$ cat config.mk
export PLATFORM = sky130hd
export DESIGN_NAME = cacheline_burst_adapter_flat
export DESIGN_NICKNAME = d
export VERILOG_FILES = /design/src/rtl/cacheline_burst_adapter_if.sv /design/src/rtl/cacheline_burst_adapter.sv /design/src/flat_wrapper.sv
export SDC_FILE = /design/constraint.sdc
export NUM_CORES = 1
export LEC_CHECK = 0
export ABC_AREA = 1
export BUFFER_PORTS_ARGS = -buffer_cell sky130_fd_sc_hd__buf_2
export CORE_ASPECT_RATIO = 0.6
export CORE_MARGIN = 2
export CORE_UTILIZATION = 30
export CTS_CLUSTER_SIZE = 24
export DETAILED_ROUTE_END_ITERATION = 7
export PLACE_DENSITY = 0.59
export SYNTH_ARGS = -nofsm -noshare
export SYNTH_HDL_FRONTEND = slang
export SYNTH_SLANG_ARGS = --single-unit
export TNS_END_PERCENT = 100
$ cat constraint.sdc
create_clock -name clk -period 4 [get_ports clk]
set_input_delay 0.6 -clock clk [delete_from_list [all_inputs] [get_ports clk]]
set_output_delay 0.6 -clock clk [all_outputs]
set_load 0.02 [all_outputs]
$ cat src/rtl/cacheline_burst_adapter_if.sv
`default_nettype none
// ============================================================================
// Module      : cacheline_burst_adapter_if
// Description : Bundles the cache-side line port and the memory-side burst
//               port of the cache-line burst adapter.
//               slave  = adapter view
//               master = environment view (cache + memory)
// Revision    : 1.0 - initial release
// ============================================================================
interface cacheline_burst_adapter_if #(
    parameter int S_LINE = 256,
    parameter int S_BEAT = 64
);
    // Cache side
    logic [S_LINE-1:0] line_i;
    logic [S_LINE-1:0] line_o;
    logic [31:0]       address_i;
    logic              read_i;
    logic              write_i;
    logic              resp_o;

    // Memory side
    logic [S_BEAT-1:0] burst_i;
    logic [S_BEAT-1:0] burst_o;
    logic [31:0]       address_o;
    logic              read_o;
    logic              write_o;
    logic              resp_i;

    modport slave (
        input  line_i, address_i, read_i, write_i, burst_i, resp_i,
        output line_o, resp_o, burst_o, address_o, read_o, write_o
    );

    modport master (
        output line_i, address_i, read_i, write_i, burst_i, resp_i,
        input  line_o, resp_o, burst_o, address_o, read_o, write_o
    );
endinterface
`default_nettype wire

$ cat src/rtl/cacheline_burst_adapter.sv
`default_nettype none
// ============================================================================
// Module      : cacheline_burst_adapter
// Description : Converts single full-line cache requests into fixed-length
//               beat bursts toward main memory. Reads assemble a line from
//               beats; writebacks split the latched line into beats.
// Revision    : 1.0 - initial release
// ============================================================================
module cacheline_burst_adapter #(
    parameter int S_LINE    = 256,
    parameter int S_BEAT    = 64,
    parameter int NUM_BEATS = S_LINE / S_BEAT,
    parameter int S_OFFSET  = 5
) (
    input  logic                      clk,
    input  logic                      rst,
    cacheline_burst_adapter_if.slave  bus
);

    localparam int c_beat_w = (NUM_BEATS > 1) ? $clog2(NUM_BEATS) : 1;
    localparam logic [c_beat_w-1:0] c_last_beat = c_beat_w'(NUM_BEATS - 1);
    localparam logic [31:0] c_align_mask = ~((32'd1 << S_OFFSET) - 32'd1);

    typedef enum logic [1:0] {
        IDLE     = 2'd0,
        RD_BURST = 2'd1,
        WR_BURST = 2'd2,
        DONE     = 2'd3
    } state_t;

    state_t                r_state;
    logic [c_beat_w-1:0]   r_beat;
    logic [S_LINE-1:0]     r_line_wr;
    logic [S_LINE-1:0]     r_line_rd;
    logic [31:0]           r_addr;
    logic                  r_read;
    logic                  r_write;
    logic                  r_resp;

    logic [S_BEAT-1:0]     w_wr_beats [NUM_BEATS];

    // Slice the latched writeback line into per-beat views for the beat mux
    generate
        for (genvar gi = 0; gi < NUM_BEATS; gi++) begin : g_wr_beat
            assign w_wr_beats[gi] = r_line_wr[gi*S_BEAT +: S_BEAT];
        end
    endgenerate

    // Transfer sequencer: one request per visit to IDLE, registered strobes.
    // Requests are only sampled in IDLE, and DONE always returns to IDLE so a
    // request still held during the resp_o cycle is never serviced twice.
    always_ff @(posedge clk) begin
        if (rst) begin
            r_state   <= IDLE;
            r_beat    <= '0;
            r_line_wr <= '0;
            r_line_rd <= '0;
            r_addr    <= '0;
            r_read    <= 1'b0;
            r_write   <= 1'b0;
            r_resp    <= 1'b0;
        end else begin
            r_resp <= 1'b0;
            case (r_state)
                IDLE: begin
                    // Writeback has priority; a concurrent read stays pending
                    // in the cache and is picked up on a later IDLE cycle.
                    if (bus.write_i) begin
                        r_line_wr <= bus.line_i;
                        r_addr    <= bus.address_i & c_align_mask;
                        r_write   <= 1'b1;
                        r_state   <= WR_BURST;
                    end else if (bus.read_i) begin
                        r_addr    <= bus.address_i & c_align_mask;
                        r_read    <= 1'b1;
                        r_state   <= RD_BURST;
                    end
                end
                RD_BURST: begin
                    if (bus.resp_i) begin
                        r_line_rd[int'(r_beat)*S_BEAT +: S_BEAT] <= bus.burst_i;
                        if (r_beat == c_last_beat) begin
                            r_beat  <= '0;
                            r_read  <= 1'b0;
                            r_resp  <= 1'b1;
                            r_state <= DONE;
                        end else begin
                            r_beat  <= r_beat + 1'b1;
                        end
                    end
                end
                WR_BURST: begin
                    if (bus.resp_i) begin
                        if (r_beat == c_last_beat) begin
                            r_beat  <= '0;
                            r_write <= 1'b0;
                            r_resp  <= 1'b1;
                            r_state <= DONE;
                        end else begin
                            r_beat  <= r_beat + 1'b1;
                        end
                    end
                end
                DONE: begin
                    r_state <= IDLE;
                end
                default: begin
                    r_state <= IDLE;
                end
            endcase
        end
    end

    assign bus.line_o    = r_line_rd;
    assign bus.address_o = r_addr;
    assign bus.read_o    = r_read;
    assign bus.write_o   = r_write;
    assign bus.resp_o    = r_resp;
    assign bus.burst_o   = w_wr_beats[r_beat];

endmodule
`default_nettype wire

$ cat src/flat_wrapper.sv
// flat-port wrapper written by rule: the top's interface ports become plain ports
module cacheline_burst_adapter_flat 
#(
    parameter int S_LINE    = 256,
    parameter int S_BEAT    = 64,
    parameter int NUM_BEATS = S_LINE / S_BEAT,
    parameter int S_OFFSET  = 5
)
  (clk, rst, bus_line_i, bus_address_i, bus_read_i, bus_write_i, bus_burst_i, bus_resp_i, bus_line_o, bus_resp_o, bus_burst_o, bus_address_o, bus_read_o, bus_write_o);
  cacheline_burst_adapter_if #(.S_LINE(S_LINE), .S_BEAT(S_BEAT)) bus_i ();
  input  logic clk;
  input  logic rst;
  input wire logic [$bits(bus_i.line_i)-1:0] bus_line_i;
  input wire logic [$bits(bus_i.address_i)-1:0] bus_address_i;
  input wire logic [$bits(bus_i.read_i)-1:0] bus_read_i;
  input wire logic [$bits(bus_i.write_i)-1:0] bus_write_i;
  input wire logic [$bits(bus_i.burst_i)-1:0] bus_burst_i;
  input wire logic [$bits(bus_i.resp_i)-1:0] bus_resp_i;
  output wire logic [$bits(bus_i.line_o)-1:0] bus_line_o;
  output wire logic [$bits(bus_i.resp_o)-1:0] bus_resp_o;
  output wire logic [$bits(bus_i.burst_o)-1:0] bus_burst_o;
  output wire logic [$bits(bus_i.address_o)-1:0] bus_address_o;
  output wire logic [$bits(bus_i.read_o)-1:0] bus_read_o;
  output wire logic [$bits(bus_i.write_o)-1:0] bus_write_o;
  assign bus_i.line_i = bus_line_i;
  assign bus_i.address_i = bus_address_i;
  assign bus_i.read_i = bus_read_i;
  assign bus_i.write_i = bus_write_i;
  assign bus_i.burst_i = bus_burst_i;
  assign bus_i.resp_i = bus_resp_i;
  assign bus_line_o = bus_i.line_o;
  assign bus_resp_o = bus_i.resp_o;
  assign bus_burst_o = bus_i.burst_o;
  assign bus_address_o = bus_i.address_o;
  assign bus_read_o = bus_i.read_o;
  assign bus_write_o = bus_i.write_o;
  cacheline_burst_adapter #(.S_LINE(S_LINE), .S_BEAT(S_BEAT), .NUM_BEATS(NUM_BEATS), .S_OFFSET(S_OFFSET)) u_core (.clk(clk), .rst(rst), .bus(bus_i));
endmodule
==> results of run 1 <==
[power breakdown]
part	total [mW]	internal [mW]	switching [mW]
clock	5.47	3.15	2.32
sequential	6.97	6.44	0.528
combinational	7.03	2.06	4.96
[sequential cells by signal, indices dropped and copies added, names as in the netlist]
register	flops
u_core.bus.line_o	256
u_core.r_state	2
u_core.r_beat	2
u_core.bus.read_o	1
u_core.bus.write_o	1
u_core.r_line_wr	256
u_core.bus.resp_o	1
u_core.bus.address_o	27
[worst reg2reg max path, delay by kind of cell, from the launching register on]
kind	cells	cell delay, ns
buffers and inverters	4	1.81
and+or+nand+nor	2	0.38
AOI/OAI and AO/OA	1	0.15
DFF	1	0.45
[cell families after synthesis]
kind of cell / Yosys count / synth area share
AND/OR/NAND/NOR: 1327 / 0.239
adder cells (fa/ha/maj): 12 / 0.00695
AO/OA/AOI/OAI: 791 / 0.187
other: 1 / 0.000174
buffers and inverters: 294 / 0.0613
flip-flops: 546 / 0.506
[through the flow]
step	instances	total power [mW]	worst slack [ns]	area, um2	hold WS, ns
final	4556	19.5	0.776	27700	0.243
after global routing	4549	20.6	0.622	27600	0.208
after CTS	4543	19.6	0.743	27600	0.188
after detailed placement	4442	14.1	1.09	25700	0.452
after global placement	4442	14.1	1.14	25700	0.448
after floorplan	2975	11.7	1.69	21600	0.449
[layout by cell type, fill, tap and decap left out, drive strengths merged]
master	netlist	final
nor2	771	771
clkinvlp	0	2
bufinv	0	4
clkinv	2	9
clkbuf	152	84
inv	43	47
nor3	2	2
or2	1	1
buf	97	741
nand3	118	118
a21oi	259	259
nand2	435	435
conb	1	5
a211oi	1	1
diode	0	13
dfxtp	546	546
ha	12	12
o21ai	467	467
o22ai	64	64
[layer usage]
metal / vias to the layer above / share of wire / GRT usage
li1: 10800 / - / -
met1: 10300 / 0.47 / 0.312
met2: 732 / 0.43 / 0.318
met3: 113 / 0.085 / 0.0606
met4: 14 / 0.018 / 0.0514
met5: - / 0.0010 / 0
[layout make-up]
| cell class | instances | area, um2 |
|---|---|---|
| Multi-Input combinational cell | 2135 | 9400 |
| Sequential cell | 546 | 10900 |
| Inverter | 45 | 191 |
| Clock buffer | 84 | 1680 |
| Fill cell | 7645 | 43800 |
| Timing Repair Buffer | 741 | 4000 |
| Clock inverter | 17 | 205 |
| Antenna cell | 13 | 32.5 |
| Tap cell | 975 | 1220 |
[worst max path at each step]
stage / from / endpoint / depth (start not counted)
floorplan: u_core.r_beat[0]$_SDFFE_PP0P_ / u_core.bus.line_o[193]$_SDFFE_PP0P_ / 10
global placement: u_core.r_beat[0]$_SDFFE_PP0P_ / u_core.bus.line_o[144]$_SDFFE_PP0P_ / 7
finish: u_core.r_beat[0]$_SDFFE_PP0P_ / bus_burst_o[12] / 5
global route: u_core.r_beat[0]$_SDFFE_PP0P_ / bus_burst_o[12] / 5
CTS: u_core.r_beat[0]$_SDFFE_PP0P_ / bus_burst_o[12] / 4
detailed placement: u_core.r_beat[0]$_SDFFE_PP0P_ / u_core.bus.line_o[153]$_SDFFE_PP0P_ / 7
==> reports/results.ini, run 1 <==
[sta]
period_share=0.806
tns_ns=0
hold_violations=0
rsz0062_at_grt=false
drv_slew=0
fmax_ghz=0.310
setup_viol=0
slew_headroom=0.179
finalCriticalPeriod_ns=3.22
finalClockSkew_ns=0.0148
tightest_slew_ns=1.23

[clock_tree]
ctsLongestPathBuffers=3
cts_sinks=546
root_buffer=clkbuf_16
ctsResizeCount=0
postCtsSetupBuffers=0
cts_inserted_buffers=55
cts_hold_buf=0
cts_tree=done
cts.clk_slew.worst_paths_ns=0.07
htree_levels=2
insertion_delay_ns=0.61

[synth]
synth_commonest_cells=768 x nor2_1, 546 x dfxtp_1, 464 x o21ai_0
yosysTopAreaCell=dfxtp_1
yosysSeqAreaShare=0.506
synth_top_area_share=0.506
yosysWarnings=0
mappedNetlistArea_um2=21600
ys_ff_latch=546
yosysUniqueCellTypes=26
synth_enable_flop_cells=0
synthArstFlopShare=0
synth_area_leaders=dfxtp_1 51%, nor2_1 13%, o21ai_0 11%
netlist_instances=2971
synth_flop_cell=dfxtp_1
synthMostInstantiatedCell=nor2_1
syn_area_per_cell_um2=7.27

[die]
io_pins=712
die_h_um=212
rows=76
coreArea_um2=71500
initial_core_util=0.302
die-width_um=351
dieArea_um2=74300

[detailed_routing]
via_per_inst=4.82
drtIter0Drc=1881
antenna_left=0
dr.pass1.iters=6
wire_per_inst_um=18.7
wirelength_um=85000
vias=22000
route.detailed.drc=0

[critical_path]
crit_fanout=104
worstPathRequired_ns=3.40
worst-endpoint-arrival_ns=2.62
r2r_cells=7
critPathKind=register to output pin
max_stage_delay_ns=0.45
endpoint_kind=output pin
path_delay_family=buffers and inverters
crit_buf_inv=3
r2r-start=u_core.r_beat[0]$_SDFFE_PP0P_
reg2reg_setup_slack_ns=1.14
crit_path_start_kind=register
cp_slowest_cell=dfxtp_4
r2r_end=u_core.bus.line_o[153]$_SDFFE_PP0P_
crit_path_cell_trace=inv_6 -> buf_12 -> o21ai_0 -> o22ai_1 -> buf_2

[global_routing]
grt_pass1_vias=20100
grt_pass1_wl_um=125000
grtUsageTotal=0.217
grt_overflow_total=0
grt_max_degree=190
antenna_found_initial=24

[status]
status=complete, no violations

[power]
p_per_area_nw_per_um2=703
p_leak_nw=12.0
ir_drop_uv=656

[placement]
routabilityCongestion=0.839
hpwl_um=57400
io_buffer_count=701

[worst_hold_path]
whs_path_depth=3
min_from=bus_line_i[233]
hold_end=u_core.r_line_wr[233]$_SDFFE_PP0P_
hp-class=input port to register

[layout]
syn_to_final_growth_pct=28.0
fin_nets=3893
layout-drive-gt1-share=0.238
final_core_util=0.387

[flow_run]
drv_cap=0

No activity file was read; power rests on OpenSTA's default activity.
==> run 2: changes to the inputs <==
PLACE_DENSITY = 0.61   (was 0.59)
clock period = 2.85 ns   (was 4 ns; I/O delays follow)
==> run 2 against run 1 <==
Final cell count barely moved. Non-clock buffer count is 11 higher. Power is 41% higher. Count of clock-buffer cells in the layout down 5. Flip-flop and latch count unchanged. Sequential power rose by 40%. Wire length is 0.67% lower. First-iteration DRC count up 4.5%. Die area did not move. Clock skew down 0.0042 ns. Register-to-register slack got worse by 0.68 ns. Critical endpoint is now bus_burst_o[22].
==> reports/results.ini, run 2 (same netlist as run 1, synthesis figures left out) <==
[status]
status=complete, no violations

[layout]
layout-drive-gt1-share=0.240  ; +0.00240
syn_to_final_growth_pct=28.9
mostFrequentLayoutCells=766 x nor2_1, 699 x buf_2, 544 x dfxtp_1
layout.cells.most_common=nor2_1
final_core_util=0.389  ; +0.00259
fin_nets=3903  ; +0.26%

[sta]
hold_violations=0  ; unchanged
setup_viol=0  ; unchanged
period_share=0.962
drv_slew=0  ; unchanged
rsz0062_at_grt=true
tightest_slew_ns=1.21  ; -0.0209 ns
fmax_ghz=0.365
finalCriticalPeriod_ns=2.74
finalClockSkew_ns=0.0106  ; -0.00419 ns
slew_headroom=0.193  ; +0.0140

[critical_path]
critPathKind=register to output pin
worstPathRequired_ns=2.42  ; -0.98 ns
crit_path_start_kind=register
r2r-start=u_core.r_beat[0]$_SDFFE_PP0P_
worst-endpoint-arrival_ns=2.31  ; -0.31 ns
r2r_cells=6  ; -1
crit_fanout=114  ; +9.6%
reg2reg_setup_slack_ns=0.46  ; -0.68 ns
endpoint_kind=output pin
r2r_end=u_core.bus.line_o[128]$_SDFFE_PP0P_

[detailed_routing]
drtIter0Drc=1965  ; +4.5%
wirelength_um=84500  ; -0.67%
route.detailed.drc=0  ; unchanged
via_per_inst=4.85  ; +0.55%
dr.pass1.iters=6  ; unchanged
wire_per_inst_um=18.5  ; -0.73%
wl_met1_um=39000  ; -1.7%
wl_met3_um=7670  ; +6.6%
dr_wl_met2_um=36000  ; -1.5%
vias=22100  ; +0.62%
antenna_left=0  ; unchanged
top_layer=met5

[clock_tree]
cts_hold_buf=0  ; unchanged
cts_inserted_buffers=54  ; -1.8%
cts.clk_slew.worst_paths_ns=0.06  ; about the same
insertion_delay_ns=0.61  ; about the same
root_buffer=clkbuf_16
ctsLongestPathBuffers=3  ; unchanged
postCtsSetupBuffers=0  ; unchanged
cts_sinks=546  ; unchanged
cts_tree=done
htree_levels=2  ; unchanged

[flow_run]
drv_cap=0  ; unchanged

[global_routing]
grt_overflow_total=0  ; unchanged
grt_pass1_vias=20100  ; -0.12%
grt_max_degree=209  ; +10%
grtUsageTotal=0.216  ; -0.00115
antenna_found_initial=15  ; -38%
grt_pass1_wl_um=124000  ; -1.3%

[worst_hold_path]
hp-class=input port to register
hold_end=u_core.r_line_wr[232]$_SDFFE_PP0P_
whs_path_depth=3  ; unchanged
min_from=bus_line_i[232]

[placement]
io_buffer_count=701  ; unchanged
routabilityCongestion=0.841  ; +0.23%
hpwl_um=57400  ; about the same

[die]
rows=76  ; unchanged
coreArea_um2=71500  ; unchanged
io_pins=712  ; unchanged
initial_core_util=0.302  ; unchanged
die_h_um=212  ; unchanged
die-width_um=351  ; unchanged
dieArea_um2=74300  ; unchanged

[power]
ir_drop_uv=826  ; +26%
p_per_area_nw_per_um2=985  ; +40%
p_leak_nw=12.1  ; +0.85%
total_power_mw=27.4  ; +41%

==> run 2: cell types whose count changed in the layout (fill, tap and decap cells not counted), sizes merged <==
cell      delta
buf         +10
clkinv       +2
clkbuf       -5
inv          -1
clkinvlp     -1
bufbuf       +1
diode        -3
==> run 2: through the flow <==
step	setup TNS [ns]	cell area, um2	hold WS (ns)	std cells	setup slack [ns]
after global placement	0	25900	0.449	4452	0.532
final	0	27900	0.0528	4559	0.108
after detailed placement	0	25900	0.452	4452	0.440
after floorplan	0	21600	0.449	2975	0.541
after CTS	0	27800	0.00121	4549	0.0205
after global routing	-0.0529	27800	0.0274	4556	-0.0359
==> run 2: where the power goes <==
part | internal (mW) | leakage [nW] | total, mW | switching [mW]
Clock | 4.33 | 0.912 | 7.52 | 3.18
Sequential | 9.04 | 4.46 | 9.79 | 0.749
Combinational | 3.08 | 6.70 | 10.1 | 7.04
Total | 16.5 | 12.1 | 27.4 | 11.0
==> run 2: per-layer routing <==
layer / vias up / GRT usage
met1: 10300 / 0.310
met5: - / 0
met2: 822 / 0.315
met4: 6 / 0.0562
met3: 131 / 0.0584
li1: 10900 / -
==> run 2: timing repair <==
| action | 4_1_cts | 5_1_grt |
|---|---|---|
| cloned | 1 | 0 |
| pin swaps | 0 | 0 |
| gates resized for setup | 1 | 8 |
| setup endpoints to repair | 19 | 11 |
| endpoints found under the hold margin | 0 | 0 |
==> run 2: layout make-up <==
class | count | area [um2]
multi-input combinational | 2135 | 9410
sequential | 546 | 10900
clock inverter | 17 | 199
clock buffer | 79 | 1640
timing repair buffer | 752 | 4230
antenna | 10 | 25.0
tap | 975 | 1220
inverter | 45 | 194
fill | 7613 | 43700
==> run 2: worst max-delay path: stages, from the launching register on <==
cell     delay [ns]
dfxtp_4        0.50
buf_16         0.35
o21ai_0        0.18
o22ai_1        0.27
buf_2          0.22
==> run 2: worst max-delay path by stage <==
stage                                                     end                           from  slack [ns]
after global placement    u_core.bus.line_o[211]$_SDFFE_PP0P_  u_core.r_beat[0]$_SDFFE_PP0P_        0.53
after global routing                           bus_burst_o[6]  u_core.r_beat[0]$_SDFFE_PP0P_       -0.04
after floorplan           u_core.bus.line_o[193]$_SDFFE_PP0P_  u_core.r_beat[0]$_SDFFE_PP0P_        0.54
final                                         bus_burst_o[22]  u_core.r_beat[0]$_SDFFE_PP0P_        0.11
after detailed placement  u_core.bus.line_o[137]$_SDFFE_PP0P_  u_core.r_beat[0]$_SDFFE_PP0P_        0.44
after CTS                                     bus_burst_o[63]  u_core.r_beat[0]$_SDFFE_PP0P_        0.02
